**src/rtl/val2_iter_shifter_pkg.sv**
```systemverilog
// -----------------------------------------------------------------------------
// val2_iter_shifter_pkg
// Shared encodings for the iterative ARM operand2 shifter:
//   shift_t  - barrel-shift type codes as they appear in operand[6:5]
//   state_t  - control FSM state encoding
//   rrx_t    - flag marking a single-step rotate-right-extended operation
//   decode_shift() - maps the raw 2-bit operand field onto shift_t
// -----------------------------------------------------------------------------
package val2_iter_shifter_pkg;

    typedef enum logic [1:0] {
        SH_LSL = 2'b00,
        SH_LSR = 2'b01,
        SH_ASR = 2'b10,
        SH_ROR = 2'b11
    } shift_t;

    typedef enum logic [1:0] {
        ST_IDLE  = 2'b00,
        ST_SHIFT = 2'b01,
        ST_DONE  = 2'b10
    } state_t;

    typedef enum logic {
        RRX_OFF = 1'b0,
        RRX_ON  = 1'b1
    } rrx_t;

    // Translate the operand[6:5] field into a shift type.
    function automatic shift_t decode_shift(input logic [1:0] code);
        shift_t res;
        case (code)
            2'b00:   res = SH_LSL;
            2'b01:   res = SH_LSR;
            2'b10:   res = SH_ASR;
            2'b11:   res = SH_ROR;
            default: res = SH_LSL;
        endcase
        return res;
    endfunction

endpackage

```
**src/rtl/val2_step_shifter.sv**
```systemverilog
// -----------------------------------------------------------------------------
// val2_step_shifter
// Combinational single-step shifter: moves data by k (0..STEP) positions in the
// selected direction and reports the last bit shifted out. k == 0 passes data
// and carry through untouched. When rrx is set the step is a one-bit rotate
// through carry regardless of k.
// Ports:
//   data      in  DATA_W  value to shift
//   k         in  KW      shift distance for this step, 0..STEP
//   mode      in  shift_t LSL / LSR / ASR / ROR
//   rrx       in  rrx_t   rotate-right-extended request
//   carry_in  in  1       carry before this step
//   result    out DATA_W  shifted value
//   carry_out out 1       last bit shifted out (carry_in when k == 0)
// -----------------------------------------------------------------------------
module val2_step_shifter
    import val2_iter_shifter_pkg::*;
#(
    parameter int DATA_W = 32,
    parameter int STEP   = 8,
    parameter int KW     = $clog2(STEP + 1)
) (
    input  logic [DATA_W-1:0] data,
    input  logic [KW-1:0]     k,
    input  shift_t            mode,
    input  rrx_t              rrx,
    input  logic              carry_in,
    output logic [DATA_W-1:0] result,
    output logic              carry_out
);

    // One extra bit on the shifted-out side captures the carry directly.
    logic [DATA_W:0]   lsl_s;
    logic [DATA_W:0]   lsr_s;
    logic [DATA_W:0]   asr_s;
    logic [DATA_W-1:0] ror_s;

    // Candidate results for every shift type.
    always_comb begin
        lsl_s = {1'b0, data} << k;
        lsr_s = {data, 1'b0} >> k;
        asr_s = $signed({data, 1'b0}) >>> k;
        ror_s = (data >> k) | (data << (DATA_W - 32'(k)));
    end

    // Select the result and carry for the requested shift type.
    always_comb begin
        result    = data;
        carry_out = carry_in;
        if (rrx == RRX_ON) begin
            result    = {carry_in, data[DATA_W-1:1]};
            carry_out = data[0];
        end else if (k != KW'(0)) begin
            case (mode)
                SH_LSL: begin
                    result    = lsl_s[DATA_W-1:0];
                    carry_out = lsl_s[DATA_W];
                end
                SH_LSR: begin
                    result    = lsr_s[DATA_W:1];
                    carry_out = lsr_s[0];
                end
                SH_ASR: begin
                    result    = asr_s[DATA_W:1];
                    carry_out = asr_s[0];
                end
                SH_ROR: begin
                    result    = ror_s;
                    carry_out = ror_s[DATA_W-1];
                end
                default: begin
                    result    = data;
                    carry_out = carry_in;
                end
            endcase
        end else begin
            result    = data;
            carry_out = carry_in;
        end
    end

endmodule

```
**src/rtl/val2_iter_shifter.sv**
```systemverilog
// -----------------------------------------------------------------------------
// val2_iter_shifter
// Iterative ARM operand2 shifter. A request is decoded on acceptance into a
// working value, a shift type and a remaining distance; the distance is then
// consumed at most STEP bits per cycle. The result is published only on
// entry to DONE and held until the consumer takes it.
// Ports:
//   clk, rst          clock, asynchronous active-low reset
//   in_valid/in_ready request handshake (ready only in IDLE)
//   shifter_operand   12-bit operand2 field
//   I, mem_en         immediate form / memory-offset form (mem_en wins)
//   reg_shift         amount from val_Rs[7:0] instead of operand[11:7]
//   val_Rm, val_Rs    register operand and shift-amount register
//   carry_in          current C flag
//   out_valid/out_ready result handshake (valid only in DONE)
//   val2, carry_out   shifter result and carry
// -----------------------------------------------------------------------------
module val2_iter_shifter
    import val2_iter_shifter_pkg::*;
#(
    parameter int DATA_W = 32,
    parameter int STEP   = 8
) (
    input  logic              clk,
    input  logic              rst,
    input  logic              in_valid,
    output logic              in_ready,
    input  logic [11:0]       shifter_operand,
    input  logic              I,
    input  logic              mem_en,
    input  logic              reg_shift,
    input  logic [DATA_W-1:0] val_Rm,
    input  logic [DATA_W-1:0] val_Rs,
    input  logic              carry_in,
    output logic              out_valid,
    input  logic              out_ready,
    output logic [DATA_W-1:0] val2,
    output logic              carry_out
);

    // Distance counter must hold DATA_W+1 (over-long LSL/LSR).
    localparam int AMT_W = $clog2(DATA_W + 2);
    localparam int KW    = $clog2(STEP + 1);

    localparam logic [31:0] LSL_MAX  = 32'(DATA_W + 1);
    localparam logic [31:0] ASR_MAX  = 32'(DATA_W);
    localparam logic [31:0] ROR_MASK = 32'(DATA_W - 1);
    localparam logic [31:0] STEP_32  = 32'(STEP);

    // Registered state
    state_t            state_r;
    logic [DATA_W-1:0] work_r;
    shift_t            mode_r;
    logic [AMT_W-1:0]  amt_r;
    logic              carry_r;
    rrx_t              rrx_r;
    logic [DATA_W-1:0] val2_r;
    logic              carry_out_r;
    logic              in_ready_r;
    logic              out_valid_r;

    // Next-state values
    state_t            state_nxt_s;
    logic [DATA_W-1:0] work_nxt_s;
    shift_t            mode_nxt_s;
    logic [AMT_W-1:0]  amt_nxt_s;
    logic              carry_nxt_s;
    rrx_t              rrx_nxt_s;
    logic [DATA_W-1:0] val2_nxt_s;
    logic              carry_out_nxt_s;

    // Request decode
    shift_t            op_mode_s;
    logic [7:0]        raw_s;
    logic [31:0]       raw32_s;
    logic [31:0]       ror_mod_s;
    logic [DATA_W-1:0] dec_work_s;
    shift_t            dec_mode_s;
    logic [31:0]       dec_amt32_s;
    logic [AMT_W-1:0]  dec_amt_s;
    logic              dec_carry_s;
    rrx_t              dec_rrx_s;

    // Step datapath
    logic [31:0]       amt32_s;
    logic [31:0]       k32_s;
    logic [KW-1:0]     step_k_s;
    logic [AMT_W-1:0]  amt_after_s;
    logic [DATA_W-1:0] step_result_s;
    logic              step_carry_s;

    // Only the low byte of Rs is a shift amount.
    logic              unused_rs_s;
    assign unused_rs_s = ^{val_Rs[DATA_W-1:8], 1'b0};

    assign in_ready  = in_ready_r;
    assign out_valid = out_valid_r;
    assign val2      = val2_r;
    assign carry_out = carry_out_r;

    // Decode an incoming request into working value, shift type and distance.
    always_comb begin
        op_mode_s   = decode_shift(shifter_operand[6:5]);
        raw_s       = reg_shift ? val_Rs[7:0] : {3'b000, shifter_operand[11:7]};
        raw32_s     = {24'd0, raw_s};
        ror_mod_s   = raw32_s & ROR_MASK;
        dec_work_s  = val_Rm;
        dec_mode_s  = op_mode_s;
        dec_amt32_s = 32'd0;
        dec_carry_s = carry_in;
        dec_rrx_s   = RRX_OFF;
        if (mem_en) begin
            dec_work_s = {{(DATA_W-12){shifter_operand[11]}}, shifter_operand};
            dec_mode_s = SH_LSL;
        end else if (I) begin
            // Rotating by zero leaves carry_in; otherwise the rotate itself
            // leaves result[MSB] as the last bit out.
            dec_work_s  = {{(DATA_W-8){1'b0}}, shifter_operand[7:0]};
            dec_mode_s  = SH_ROR;
            dec_amt32_s = {27'd0, shifter_operand[11:8], 1'b0};
        end else if (raw_s == 8'd0) begin
            if (reg_shift) begin
                dec_amt32_s = 32'd0;
            end else begin
                // Immediate #0 encodes LSR/ASR #DATA_W and RRX.
                case (op_mode_s)
                    SH_LSL: dec_amt32_s = 32'd0;
                    SH_LSR: dec_amt32_s = ASR_MAX;
                    SH_ASR: dec_amt32_s = ASR_MAX;
                    SH_ROR: begin
                        dec_amt32_s = 32'd1;
                        dec_rrx_s   = RRX_ON;
                    end
                    default: dec_amt32_s = 32'd0;
                endcase
            end
        end else begin
            case (op_mode_s)
                SH_LSL, SH_LSR: dec_amt32_s = (raw32_s > LSL_MAX) ? LSL_MAX : raw32_s;
                SH_ASR:         dec_amt32_s = (raw32_s > ASR_MAX) ? ASR_MAX : raw32_s;
                SH_ROR: begin
                    // A whole number of turns leaves the value intact but
                    // still reports the MSB as carry.
                    dec_amt32_s = ror_mod_s;
                    if (ror_mod_s == 32'd0) begin
                        dec_carry_s = val_Rm[DATA_W-1];
                    end else begin
                        dec_carry_s = carry_in;
                    end
                end
                default: dec_amt32_s = 32'd0;
            endcase
        end
        dec_amt_s = AMT_W'(dec_amt32_s);
    end

    // Size of this cycle's step and the distance left afterwards.
    always_comb begin
        amt32_s     = 32'(amt_r);
        k32_s       = (amt32_s < STEP_32) ? amt32_s : STEP_32;
        step_k_s    = KW'(k32_s);
        amt_after_s = amt_r - AMT_W'(k32_s);
    end

    val2_step_shifter #(
        .DATA_W (DATA_W),
        .STEP   (STEP),
        .KW     (KW)
    ) u_step (
        .data      (work_r),
        .k         (step_k_s),
        .mode      (mode_r),
        .rrx       (rrx_r),
        .carry_in  (carry_r),
        .result    (step_result_s),
        .carry_out (step_carry_s)
    );

    // Next-state and datapath update logic.
    always_comb begin
        state_nxt_s     = state_r;
        work_nxt_s      = work_r;
        mode_nxt_s      = mode_r;
        amt_nxt_s       = amt_r;
        carry_nxt_s     = carry_r;
        rrx_nxt_s       = rrx_r;
        val2_nxt_s      = val2_r;
        carry_out_nxt_s = carry_out_r;
        case (state_r)
            ST_IDLE: begin
                if (in_valid) begin
                    work_nxt_s  = dec_work_s;
                    mode_nxt_s  = dec_mode_s;
                    amt_nxt_s   = dec_amt_s;
                    carry_nxt_s = dec_carry_s;
                    rrx_nxt_s   = dec_rrx_s;
                    if (dec_amt_s != AMT_W'(0)) begin
                        state_nxt_s = ST_SHIFT;
                    end else begin
                        state_nxt_s     = ST_DONE;
                        val2_nxt_s      = dec_work_s;
                        carry_out_nxt_s = dec_carry_s;
                    end
                end else begin
                    state_nxt_s = ST_IDLE;
                end
            end
            ST_SHIFT: begin
                work_nxt_s  = step_result_s;
                carry_nxt_s = step_carry_s;
                amt_nxt_s   = amt_after_s;
                rrx_nxt_s   = RRX_OFF;
                if (amt_after_s == AMT_W'(0)) begin
                    // Publish only the finished value.
                    state_nxt_s     = ST_DONE;
                    val2_nxt_s      = step_result_s;
                    carry_out_nxt_s = step_carry_s;
                end else begin
                    state_nxt_s = ST_SHIFT;
                end
            end
            ST_DONE: begin
                if (out_ready) begin
                    state_nxt_s = ST_IDLE;
                end else begin
                    state_nxt_s = ST_DONE;
                end
            end
            default: begin
                state_nxt_s = ST_IDLE;
                amt_nxt_s   = AMT_W'(0);
            end
        endcase
    end

    // FSM state register.
    always_ff @(posedge clk or negedge rst) begin
        if (!rst) begin
            state_r <= ST_IDLE;
        end else begin
            state_r <= state_nxt_s;
        end
    end

    // Datapath and registered handshake outputs.
    always_ff @(posedge clk or negedge rst) begin
        if (!rst) begin
            work_r      <= {DATA_W{1'b0}};
            mode_r      <= SH_LSL;
            amt_r       <= AMT_W'(0);
            carry_r     <= 1'b0;
            rrx_r       <= RRX_OFF;
            val2_r      <= {DATA_W{1'b0}};
            carry_out_r <= 1'b0;
            in_ready_r  <= 1'b1;
            out_valid_r <= 1'b0;
        end else begin
            work_r      <= work_nxt_s;
            mode_r      <= mode_nxt_s;
            amt_r       <= amt_nxt_s;
            carry_r     <= carry_nxt_s;
            rrx_r       <= rrx_nxt_s;
            val2_r      <= val2_nxt_s;
            carry_out_r <= carry_out_nxt_s;
            in_ready_r  <= (state_nxt_s == ST_IDLE);
            out_valid_r <= (state_nxt_s == ST_DONE);
        end
    end

endmodule

```
**config.mk**
```make
export PLATFORM = sky130hd
export DESIGN_NAME = val2_iter_shifter
export DESIGN_NICKNAME = d
export VERILOG_FILES = /design/src/rtl/val2_iter_shifter_pkg.sv /design/src/rtl/val2_step_shifter.sv /design/src/rtl/val2_iter_shifter.sv
export SDC_FILE = /design/constraint.sdc
export NUM_CORES = 1
export LEC_CHECK = 0
export BUFFER_PORTS_ARGS = -buffer_cell sky130_fd_sc_hd__buf_2
export CAP_MARGIN = 25
export CELL_PAD_IN_SITES_DETAIL_PLACEMENT = 1
export CELL_PAD_IN_SITES_GLOBAL_PLACEMENT = 1
export CORE_ASPECT_RATIO = 0.6
export CORE_UTILIZATION = 30
export DETAILED_ROUTE_END_ITERATION = 10
export HOLD_SLACK_MARGIN = 0.06
export PLACE_DENSITY_LB_ADDON = 0.1
export SYNTH_ARGS = -nofsm -noshare
export SYNTH_HDL_FRONTEND = slang
export SYNTH_HIERARCHICAL = 1
export SYNTH_SLANG_ARGS = --single-unit
```
**constraint.sdc**
```tcl
create_clock -name clk -period 7.5 [get_ports clk]
set_input_delay 0.375 -clock clk [delete_from_list [all_inputs] [get_ports clk]]
set_output_delay 0.375 -clock clk [all_outputs]
set_load 0.1 [all_outputs]
```
==> flow_results.org <==
** Global route
- Entering global routing, the biggest net connects 88 pins.
- Across every metal layer, demand over resource in global routing totals 0.2579.
- The via count of the first global-routing pass was 8,926.
- First-pass GRT wire length :: 60,290 um
- Number of antenna violations at the first check in global routing :: 0
- After global routing the overflow that remains totals 0.

** Clock tree
- Clock net sink count :: 79
- The later pin in the worst-skew pair is clocked with a latency of 0.35 ns.
- In this run, post-CTS repair resized a total of 0 instances.
- The clock passes through at most 2 buffers.
- Clock transition time at the flip-flop clock pins of the worst setup and hold paths :: 0.07 ns
- CTS Buf Count :: 9
- TritonCTS built the clock tree.
- The cell sitting at the root of the clock tree is a clkbuf_16.
- Post-cts hold buffer count :: 1
- The H-tree was split into 3 levels.
- The number of setup buffers added after CTS is 0.

** Worst setup path
- Launching element type of the critical path :: flip-flop
- In this design, the largest share of critical-path delay is due to simple AND/OR/NAND/NOR gates.
- Most common cell type on the critical path :: nor2_1
- The worst setup path is captured at a flip-flop.
- Traced cell by cell, the critical path runs through nor3_1 > and2_4 > inv_2 > ha_1 > buf_4 > or3b_1 > nand2b_1 > a21oi_1 > o31ai_1 > nor4_1 > a221oi_1 > nor2_1 > nor2_1 > mux2_2.
- The slowest stage of the critical path belongs to the cell and2_4.
- Crit-path max FO :: 46
- Buffers & Inverters on Critical Path :: 2
- STA puts the critical path data required time at 7.74 ns.
- Data arrives at the worst endpoint at 5.30 ns.
- In this run the register-to-register setup slack is 2.45 ns.
- Delay of the slowest critical-path stage :: 0.70 ns
- Worst Setup Path Type :: reg2reg

** Logic synthesis
- Counting every net in the synthesized netlist gives 1,209.
- Fraction of registers with async set or reset after synthesis :: 1.000
- During synthesis, Yosys emitted a total of 6 warnings.
- The average instance in the mapped netlist occupies 8.232 sq um.
- Sorting the synthesized cells by area gives the leading types as dfrtp_1 21%, mux4_2 12%, mux2i_1 8.9%.
- Counting every instance in the synthesized netlist gives 1,118.
- Summing every instance area after synthesis gives 9204 sq um.
- Share of the yosys chip area belonging to registers :: 0.2149
- Portion of synthesized cell area occupied by the leading cell type :: 0.2121
- Number of enable flip-flop cells after synthesis :: 0
- Summed over all instances, the cell type with the most area after synthesis is dfrtp_1.
- Counting flops and latches in the post-synthesis netlist gives 79.
- Main flop type after synthesis :: dfrtp_1
- After synthesis, the netlist uses 74 different library cells.

** Placed design
- The wire-length estimate of the detail-placed layout is 29,870 um.
- Routability congestion estimate from global placement :: 0.9496
- Port bufs :: 94

** STA
- Setup Viol. Count Final :: 0
- Number of hold-slack violations in the final timing report :: 0
- Setup repair after global routing left no endpoint under its margin.
- At the pin with the least slew margin, the transition time is 0.9247 ns.
- In the finished design, the share of the clock period the worst path needs comes to 0.6738.
- Derived from the worst setup path, the maximum achievable clock frequency is 197.9 MHz.
- The total count of max-transition violations in the final report came to 0.
- Worst rel slew slack :: 0.3836
- Final-layout setup total negative slack :: 0 ns
- Final worst clock skew :: 0.006780 ns
- The routed design could run at a clock period as short as 5.053 ns.

** Floorplanning
- Y dimension of the die :: 137.7 um
- In this run the core area contains 49 standard-cell rows.
- Number of top-level pins :: 119
- The total area inside the core boundary comes to 30,040 sq um.
- The die covers 31,410 sq um.
- The initial utilization of the core area, before any placement, comes to 0.3064.
- The floorplan step set the die width to 228.1 um.

** Layout
- Nets@finish :: 1,223
- Relative to the synthesized area, the layout overhead comes to 10.63%.
- Share of cells above drive strength 1 :: 0.2419
- Counting the fill cells in the layout gives 3,577.
- The number of antenna diodes in the final layout is 0.

** Status
- The run finished with clean final reports.

** Run
- The tool flagged a number of max-cap violations equal to 0.

** Route
- After detailed routing, the number of remaining DRC violations is 0.
- Via count normalized by instance count :: 6.116
- Dividing the detail-routed wire length by the instance count gives 26.44 um.
- For this block, the routed nets add up to 40,850 um of wire.
- For this run, the detailed router's first-pass iteration total came to 6.
- Detailed Route Iter0 Violations :: 944
- Total number of vias :: 9,449
- The count of nets left with antenna violations once routing finished came out at 0.

** Min path
- The min-delay analysis places its worst path in the category in2reg.
## area by class of cell
class / instances / area [sq um] / share of cell area
Clock inverter: 7 / 77.57 / 0.007619
Timing Repair Buffer: 122 / 718.2 / 0.07053
Tap cell: 408 / 510.5 / 0.05014
Sequential cell: 79 / 1979 / 0.1944
Inverter: 23 / 86.33 / 0.008479
Clock buffer: 9 / 225.2 / 0.02212
Multi-Input combinational cell: 897 / 6585 / 0.6467
## registers in the layout, indices dropped and copies added (netlist names)
signal     count
in_ready       1
mode_r         2
amt_r          6
out_valid      1
carry_out      1
work_r        32
val2          32
state_r        2
rrx_r          1
carry_r        1
## metal layers
layer / vias to the layer above / part of all wire / global-route usage / wire length [um]
met5: - / 0 / 0 / 0
met4: 0 / 0.0080 / 0.03356 / 325
met3: 23 / 0.085 / 0.05733 / 3483
met2: 404 / 0.40 / 0.3540 / 16510
met1: 4818 / 0.50 / 0.4067 / 20530
li1: 4204 / - / - / -
## worst paths after layout
kind                           start  depth (start not counted)         to
max                         amt_r[5]                         14   val2[30]
min                        val_Rs[2]                          3   amt_r[2]
max reg2reg                 amt_r[5]                         14   val2[30]
min reg2reg                 val2[17]                          1   val2[17]
max in group asynchronous        rst                          3      rrx_r
min in group asynchronous        rst                          2  out_valid
## cells in the final DEF, fill, tap and decap left out, types with 22 or more instances in the layout
cell type	count
a21oi_1	68
buf_2	93
buf_4	26
dfrtp_1	77
mux2_2	69
mux2i_1	82
mux4_2	48
nand2_1	121
nand3_1	22
nor2_1	144
nor3_1	39
o21ai_0	38
o31ai_1	34
## worst min-delay path, delay by kind of cell
kind / cells / cell delay [ns]
buffers and inverters: 1 / 0.11
AND/OR/NAND/NOR: 1 / 0.11
AO/OA/AOI/OAI: 1 / 0.08
## cell usage after synthesis, types with 4 or more instances
master     count
mux2_2        69
or3_1          5
o21ai_0       38
a21oi_1       68
nand3_1       22
o221ai_1       5
nor4_1         6
a211o_1        4
buf_4          4
inv_1         18
a221oi_1      13
buf_6         16
buf_2         14
inv_2          4
nand2b_1      15
o211ai_1      13
o22ai_1       15
o311ai_1       4
nor2b_1       13
mux4_2        48
o31ai_1       34
nand4_1        4
mux2i_1       82
and2_1         5
ha_1           7
o31a_1         4
buf_1          9
clkbuf_1      76
nand2_1      121
a2111oi_0      6
a211oi_1      14
dfrtp_1       78
a21o_1         4
a31oi_1       11
nor2_1       147
a311oi_1       8
o21ai_1       17
nor3_1        39
## cell families (layout without fill, tap and decap cells)
family,after synthesis,count (layout),share of synthesized area
AOI/OAI and AO/OA,292,292,0.2159
xor gates and xnor gates,3,3,0.002855
adders and majority gates,7,7,0.009516
buffers and inverters,142,161,0.07450
DFF,79,79,0.2149
muxes,201,201,0.2935
other,1,1,0.0004074
and+or+nand+nor,393,393,0.1884
## metrics by stage
| step | util | cells | worst slack (ns) | area, sq um | hold slack (ns) |
|---|---|---|---|---|---|
| 2_1_floorplan | - | 1118 | 3.924 | 9204 | 0.07941 |
| 3_3_place_gp | 0.3274 | 1526 | 2.463 | 9834 | 0.2417 |
| 3_5_place_dp | 0.3274 | 1526 | 2.435 | 9834 | 0.2403 |
| 4_1_cts | 0.3378 | 1543 | 2.413 | 10150 | 0.3357 |
| 5_1_grt | 0.3389 | 1545 | 2.141 | 10180 | 0.3547 |
| 6_report | 0.3389 | 1545 | 2.447 | 10180 | 0.3492 |
Power is not shown: default switching activity piles up to over one toggle a cycle in this logic, so the estimate is an artifact.
